**src/rtl/nonogram_pkg.sv**
```systemverilog
// Shared types for the board output path: sequencer state encoding and frame header byte.
package nonogram_pkg;

    typedef enum logic [2:0] {
        IDLE,
        READ,
        WAIT_TX,
        FINISH,
        HDR,
        CHK
    } state_t;

    localparam logic [7:0] FRAME_HEADER = 8'hA5;

endpackage

```
**src/rtl/board_tx_sequencer.sv**
```systemverilog
// Streams board BRAM bytes 0..NUM_BYTES-1 to uart_tx, one byte per tx_done handshake.
// Define TX_FRAME_EN to wrap each transfer in an A5 header byte and an XOR checksum byte.
module board_tx_sequencer
    import nonogram_pkg::*;
#(
    parameter int NUM_BYTES    = 100,
    parameter int ADDR_WIDTH   = (NUM_BYTES > 1) ? $clog2(NUM_BYTES) : 1,
    parameter int BRAM_LATENCY = 2
) (
    input  logic                  clk,
    input  logic                  rst,
    input  logic                  start,
    output logic                  busy,
    output logic                  done,
    output logic [ADDR_WIDTH-1:0] bram_addr,
    input  logic [7:0]            bram_rdata,
    output logic                  tx_valid,
    output logic [7:0]            tx_data,
    input  logic                  tx_done
);

    localparam int                    LAT_W     = $clog2(BRAM_LATENCY + 1);
    localparam logic [LAT_W-1:0]      LAT_LAST  = LAT_W'(BRAM_LATENCY);
    localparam logic [ADDR_WIDTH-1:0] LAST_ADDR = ADDR_WIDTH'(NUM_BYTES - 1);

    state_t                  state, state_d;
    logic [LAT_W-1:0]        lat_cnt, lat_d;
    logic [ADDR_WIDTH-1:0]   addr_d;
    logic [7:0]              data_d;
    logic                    valid_d, busy_d, done_d;
`ifdef TX_FRAME_EN
    logic [7:0]              csum, csum_d;
`endif

    always_ff @(posedge clk or posedge rst) begin
        if (rst) begin
            state     <= IDLE;
            lat_cnt   <= '0;
            bram_addr <= '0;
            tx_data   <= '0;
            tx_valid  <= 1'b0;
            busy      <= 1'b0;
            done      <= 1'b0;
`ifdef TX_FRAME_EN
            csum      <= '0;
`endif
        end else begin
            state     <= state_d;
            lat_cnt   <= lat_d;
            bram_addr <= addr_d;
            tx_data   <= data_d;
            tx_valid  <= valid_d;
            busy      <= busy_d;
            done      <= done_d;
`ifdef TX_FRAME_EN
            csum      <= csum_d;
`endif
        end
    end

    always_comb begin
        state_d = state;
        lat_d   = lat_cnt;
        addr_d  = bram_addr;
        data_d  = tx_data;
        valid_d = 1'b0;
        busy_d  = busy;
        done_d  = 1'b0;
`ifdef TX_FRAME_EN
        csum_d  = csum;
`endif
        case (state)
            IDLE: begin
                if (start) begin
                    busy_d = 1'b1;
                    addr_d = '0;
                    lat_d  = '0;
`ifdef TX_FRAME_EN
                    csum_d  = '0;
                    state_d = HDR;
`else
                    state_d = READ;
`endif
                end
            end
            READ: begin
                // Capture one edge after rdata settles, so the byte lands BRAM_LATENCY+1 cycles after the address.
                if (lat_cnt == LAT_LAST) begin
                    data_d  = bram_rdata;
                    valid_d = 1'b1;
`ifdef TX_FRAME_EN
                    csum_d  = csum ^ bram_rdata;
`endif
                    state_d = WAIT_TX;
                end else begin
                    lat_d = lat_cnt + LAT_W'(1);
                end
            end
            WAIT_TX: begin
                if (tx_done) begin
                    if (bram_addr == LAST_ADDR) begin
`ifdef TX_FRAME_EN
                        lat_d   = '0;
                        state_d = CHK;
`else
                        state_d = FINISH;
`endif
                    end else begin
                        addr_d  = bram_addr + ADDR_WIDTH'(1);
                        lat_d   = '0;
                        state_d = READ;
                    end
                end
            end
            FINISH: begin
                done_d  = 1'b1;
                busy_d  = 1'b0;
                addr_d  = '0;
                state_d = IDLE;
            end
`ifdef TX_FRAME_EN
            // lat_cnt doubles as a sent flag while waiting on the header/checksum byte.
            HDR: begin
                if (lat_cnt == '0) begin
                    data_d  = FRAME_HEADER;
                    valid_d = 1'b1;
                    lat_d   = LAT_W'(1);
                end else if (tx_done) begin
                    lat_d   = '0;
                    state_d = READ;
                end
            end
            CHK: begin
                if (lat_cnt == '0) begin
                    data_d  = csum;
                    valid_d = 1'b1;
                    lat_d   = LAT_W'(1);
                end else if (tx_done) begin
                    lat_d   = '0;
                    state_d = FINISH;
                end
            end
`endif
            default: state_d = IDLE;
        endcase
    end

endmodule

```
**config.mk**
```make
export PLATFORM = sky130hd
export DESIGN_NAME = board_tx_sequencer
export DESIGN_NICKNAME = d
export VERILOG_FILES = /design/src/rtl/nonogram_pkg.sv /design/src/rtl/board_tx_sequencer.sv
export SDC_FILE = /design/constraint.sdc
export NUM_CORES = 1
export LEC_CHECK = 0
export CAP_MARGIN = 30
export CORE_AREA = 4 4 56 58
export DETAILED_ROUTE_END_ITERATION = 8
export DIE_AREA = 0 0 60 62
export HOLD_SLACK_MARGIN = 0.06
export PLACE_DENSITY_LB_ADDON = 0.15
export RECOVER_POWER = 25
export SETUP_SLACK_MARGIN = 0.1
export SYNTH_ARGS = -nofsm -noshare
export SYNTH_HDL_FRONTEND = slang
export SYNTH_SLANG_ARGS = --single-unit
```
**constraint.sdc**
```tcl
create_clock -name clk -period 1.64 [get_ports clk]
set_clock_uncertainty 0.2 [all_clocks]
set_input_delay 0.41 -clock clk [delete_from_list [all_inputs] [get_ports clk]]
set_output_delay 0.41 -clock clk [all_outputs]
set_load 0.005 [all_outputs]
```
==> out/metrics.yaml <==
min_path:
  hold_crit_depth: 2
  hold-path-endpoint: "tx_data[3]"
  hold_path.class: "reg2reg"
  beginning_of_the_worst_hold_path: "tx_data[3]"
final_layout:
  fin_util_pct: 59.6
  design.final.nets: 179
  drive_above_1_share_pct: 43.3
  post-route-cell-area_um2: 1590
  syn2layout_area_growth_pct: 53.9
  antenna_cells: 0
worst_setup_path:
  crit_required_ns: 1.64
  critPathArrivalTime_ns: 1.68
  critical_path.endpoint_type: "flop"
  r2r.worst_path.cells: 6
  worst_path_cell_chain: "buf_6 -> ha_4 -> nor2b_4 -> and2_4 -> a21o_1 -> mux2_4"
  worst-setup-path-type: "reg2reg"
  cp_max_fo: 5
  reg2reg_slack_ns: -0.03
  crit-reg2reg-capture: "bram_addr[0]"
  timing.rr.start: "bram_addr[1]"
  cp-start-kind: "flop"
  critPathMaxStageDelay_ns: 0.41
  critPathSlowestCell: "sky130_fd_sc_hd__dfrtp_1"
power_and_ir_drop:
  netSwitchingFraction_pct: 34.2
  power_consumption_mw: 2.10
  power.sequential.fraction_pct: 40.4
  p_int_mw: 1.38
  clock_power_share_pct: 14.2
  switching_power_uw: 719
  combinational_power_share_pct: 45.4
  cellLeakagePower_nw: 0.810
  vdd_drop_max_uv: 1030
  pwr_density_cell_nw_per_um2: 1320
timing:
  max_clock_freq_mhz: 598
  hold_violations_final: 0
  unrepaired_setup_endpoints_after_global_routing: "true"
  slew_viol_final: 0
  timing.final.ws_setup_ns: -0.0333
  finalSetupViolCount: 3
  worstMarginPinSlew_ns: 0.544
  worst_slew_margin_rel_pct: 63.8
  fin_crit_sh_pct: 102
  final.setup.tns_ns: -0.0433
  post-route-min-period_ns: 1.67
  whs_ns: 0.292
place:
  replace_congestion: 0.808
  dp_hpwl_mm: 1.78
  port-buffer-count: 29
  dpl_cell_area_um2: 1430
synthesis:
  yosys.area_share.simple_pct: 25.5
  synth_enable_flop_cells: 0
  synth_most_common_cell: "sky130_fd_sc_hd__nand2_1"
  postSynth.asyncResetShare_pct: 100
  yosysSeqAreaShare_pct: 53.4
  synthXorXnorAreaFrac_pct: 0
  synth_compound_area_share_pct: 14.0
  postSynthCellCount: 104
  synth_commonest_cells: "sky130_fd_sc_hd__nand2_1, sky130_fd_sc_hd__dfrtp_1, sky130_fd_sc_hd__inv_1, sky130_fd_sc_hd__o21ai_0, sky130_fd_sc_hd__nand3_1"
  synthTopCellsByArea: "sky130_fd_sc_hd__dfrtp_1, sky130_fd_sc_hd__nand2_1, sky130_fd_sc_hd__o21ai_0, sky130_fd_sc_hd__ha_1, sky130_fd_sc_hd__inv_1"
  synthAdderAreaFrac_pct: 2.43
  synth.area.mux_share_pct: 1.09
  mappedNetlistArea_um2: 1030
  synth_top_area_cell: "sky130_fd_sc_hd__dfrtp_1"
  post-synth-top-area-fraction_pct: 53.4
  synth.avg_cell_area_um2: 9.91
  synth-seq-cells: 22
  synthesis.nets: 118
  dominant_combinational_cell_family_by_area_after_synthesis: "simple AND/OR/NAND/NOR gates"
  ys.warnings.count: 0
  yosys_most_used_dff: "sky130_fd_sc_hd__dfrtp_1"
  synth_cell_type_count: 34
floorplanning:
  die_area_um2: 3720
  dieHeight_um: 62
  boundaryPins: 30
  rows: 19
  core-area_um2: 2660
  start_util_pct: 38.7
  die-width_um: 60
clock_network:
  ctsHoldBuffers: 0
  cts_tree: "yes"
  worst_setup_hold_path_clk_slew_ns: 0.12
  clock_root_cell: "sky130_fd_sc_hd__clkbuf_4"
  tritoncts_num_sinks: 22
  clock_tree.htree_level_count: 1
  clk_latency_ns: 0.31
  numCtsBuffers: 3
  max-clock-path-buffers: 2
detailed_routing:
  drt_first_iter_violations: 34
  drt_drc_violations_left: 0
  antenna_violating_nets_post_route: 0
  drt_wl_total_mm: 2.67
  vias_per_cell: 4.84
  via_count: 943
  routed_len_inst_um: 13.7
  drt_pre_antenna_iters: 4
grt:
  globalRouteTotalUtil_pct: 15.2
  grt_start_max_net_pins: 23
  grt_antenna_before_repair: 0
  vias_in_the_first_global_route: 994
  gr-total-overflow: 0
  wire_length_of_the_first_global_routing_pass_mm: 4.26
outcome:
  outcome: "complete, but fails checks"
  violations_in_the_final_reports: "negative setup slack"
job:
  maxCapViolCount: 0
==> power by group through the flow <==
stage	sequential [mW]	clock [mW]	combinational, mW
after global routing	0.878	0.331	1.06
after CTS	0.843	0.310	0.932
final	0.849	0.298	0.954
after floorplan	0.859	0	0.441
after global placement	0.852	0	0.889
after detailed placement	0.864	0	0.916
==> kinds of logic (layout without fill, tap and decap cells) <==
family / count (synthesis) / in the layout
buffers and inverters: 8 / 68
and+or+nand+nor: 50 / 50
AOI/OAI and AO/OA: 21 / 21
muxes: 1 / 1
adders and majority gates: 2 / 2
DFF: 22 / 22
==> flip-flops by register name, indices dropped and copies added (netlist names) <==
name	flops
tx_data	8
done	1
state	2
tx_valid	1
bram_addr	7
lat_cnt	2
busy	1
==> cell usage in the layout, fill, tap and decap left out, types with 3 or more instances in the layout <==
cell type,count
sky130_fd_sc_hd__a31oi_1,3
sky130_fd_sc_hd__buf_2,6
sky130_fd_sc_hd__buf_4,22
sky130_fd_sc_hd__buf_6,6
sky130_fd_sc_hd__clkbuf_2,11
sky130_fd_sc_hd__clkbuf_4,3
sky130_fd_sc_hd__clkdlybuf4s50_1,10
sky130_fd_sc_hd__dfrtp_1,18
sky130_fd_sc_hd__dfrtp_2,4
sky130_fd_sc_hd__inv_1,6
sky130_fd_sc_hd__nand2_1,27
sky130_fd_sc_hd__nand3_1,4
sky130_fd_sc_hd__nor2_1,3
sky130_fd_sc_hd__o21ai_1,4
==> area by class of cell <==
class	instances	area (um^2)
Multi-Input combinational cell	74	492
Inverter	7	26.3
Tap cell	31	38.8
Sequential cell	22	556
Timing Repair Buffer	57	438
Clock buffer	4	36.3
Fill cell	240	1080
==> worst max-delay path, delay by kind of cell, from the launching register on <==
kind,cells,cell delay (ns)
buffers and inverters,1,0.13
DFF,1,0.41
muxes,1,0.25
and+or+nand+nor,2,0.27
AOI/OAI and AO/OA,1,0.17
adders and majority gates,1,0.15
==> per-layer routing <==
metal / wire (um) / up-vias / global-route usage (%) / share of wire, %
li1: - / 478 / - / -
met1: 1170 / 426 / 18.7 / 44
met2: 1280 / 35 / 25.5 / 48
met3: 173 / 4 / 2.69 / 6.5
met4: 46 / 0 / 8.54 / 1.7
met5: 0 / - / 0 / 0
==> through the flow <==
step,instances,setup slack [ns]
final,195,-0.0333
after global routing,195,-0.0941
after CTS,187,-0.0334
after detailed placement,173,-0.268
after global placement,173,-0.272
after floorplan,104,0.0480
==> how the worst max path moves through the flow <==
stage                     depth (start not counted)  slack [ns]      endpoint    startpoint
after global placement                            5       -0.27  bram_addr[0]         start
after CTS                                         6       -0.03  bram_addr[0]  bram_addr[1]
after detailed placement                          5       -0.27  bram_addr[0]         start
after floorplan                                   5        0.05  bram_addr[0]  bram_addr[1]
final                                             6       -0.03  bram_addr[0]  bram_addr[1]
after global routing                              5       -0.09  bram_addr[0]  bram_addr[3]
==> what timing repair did <==
item	4_1_cts	5_1_grt
endpoints found under the hold margin	0	0
buffers inserted	10	8
resized for setup	60	23
endpoints found under the setup margin	22	29
pin swaps	2	3
Power figures use the tool's default switching activity.
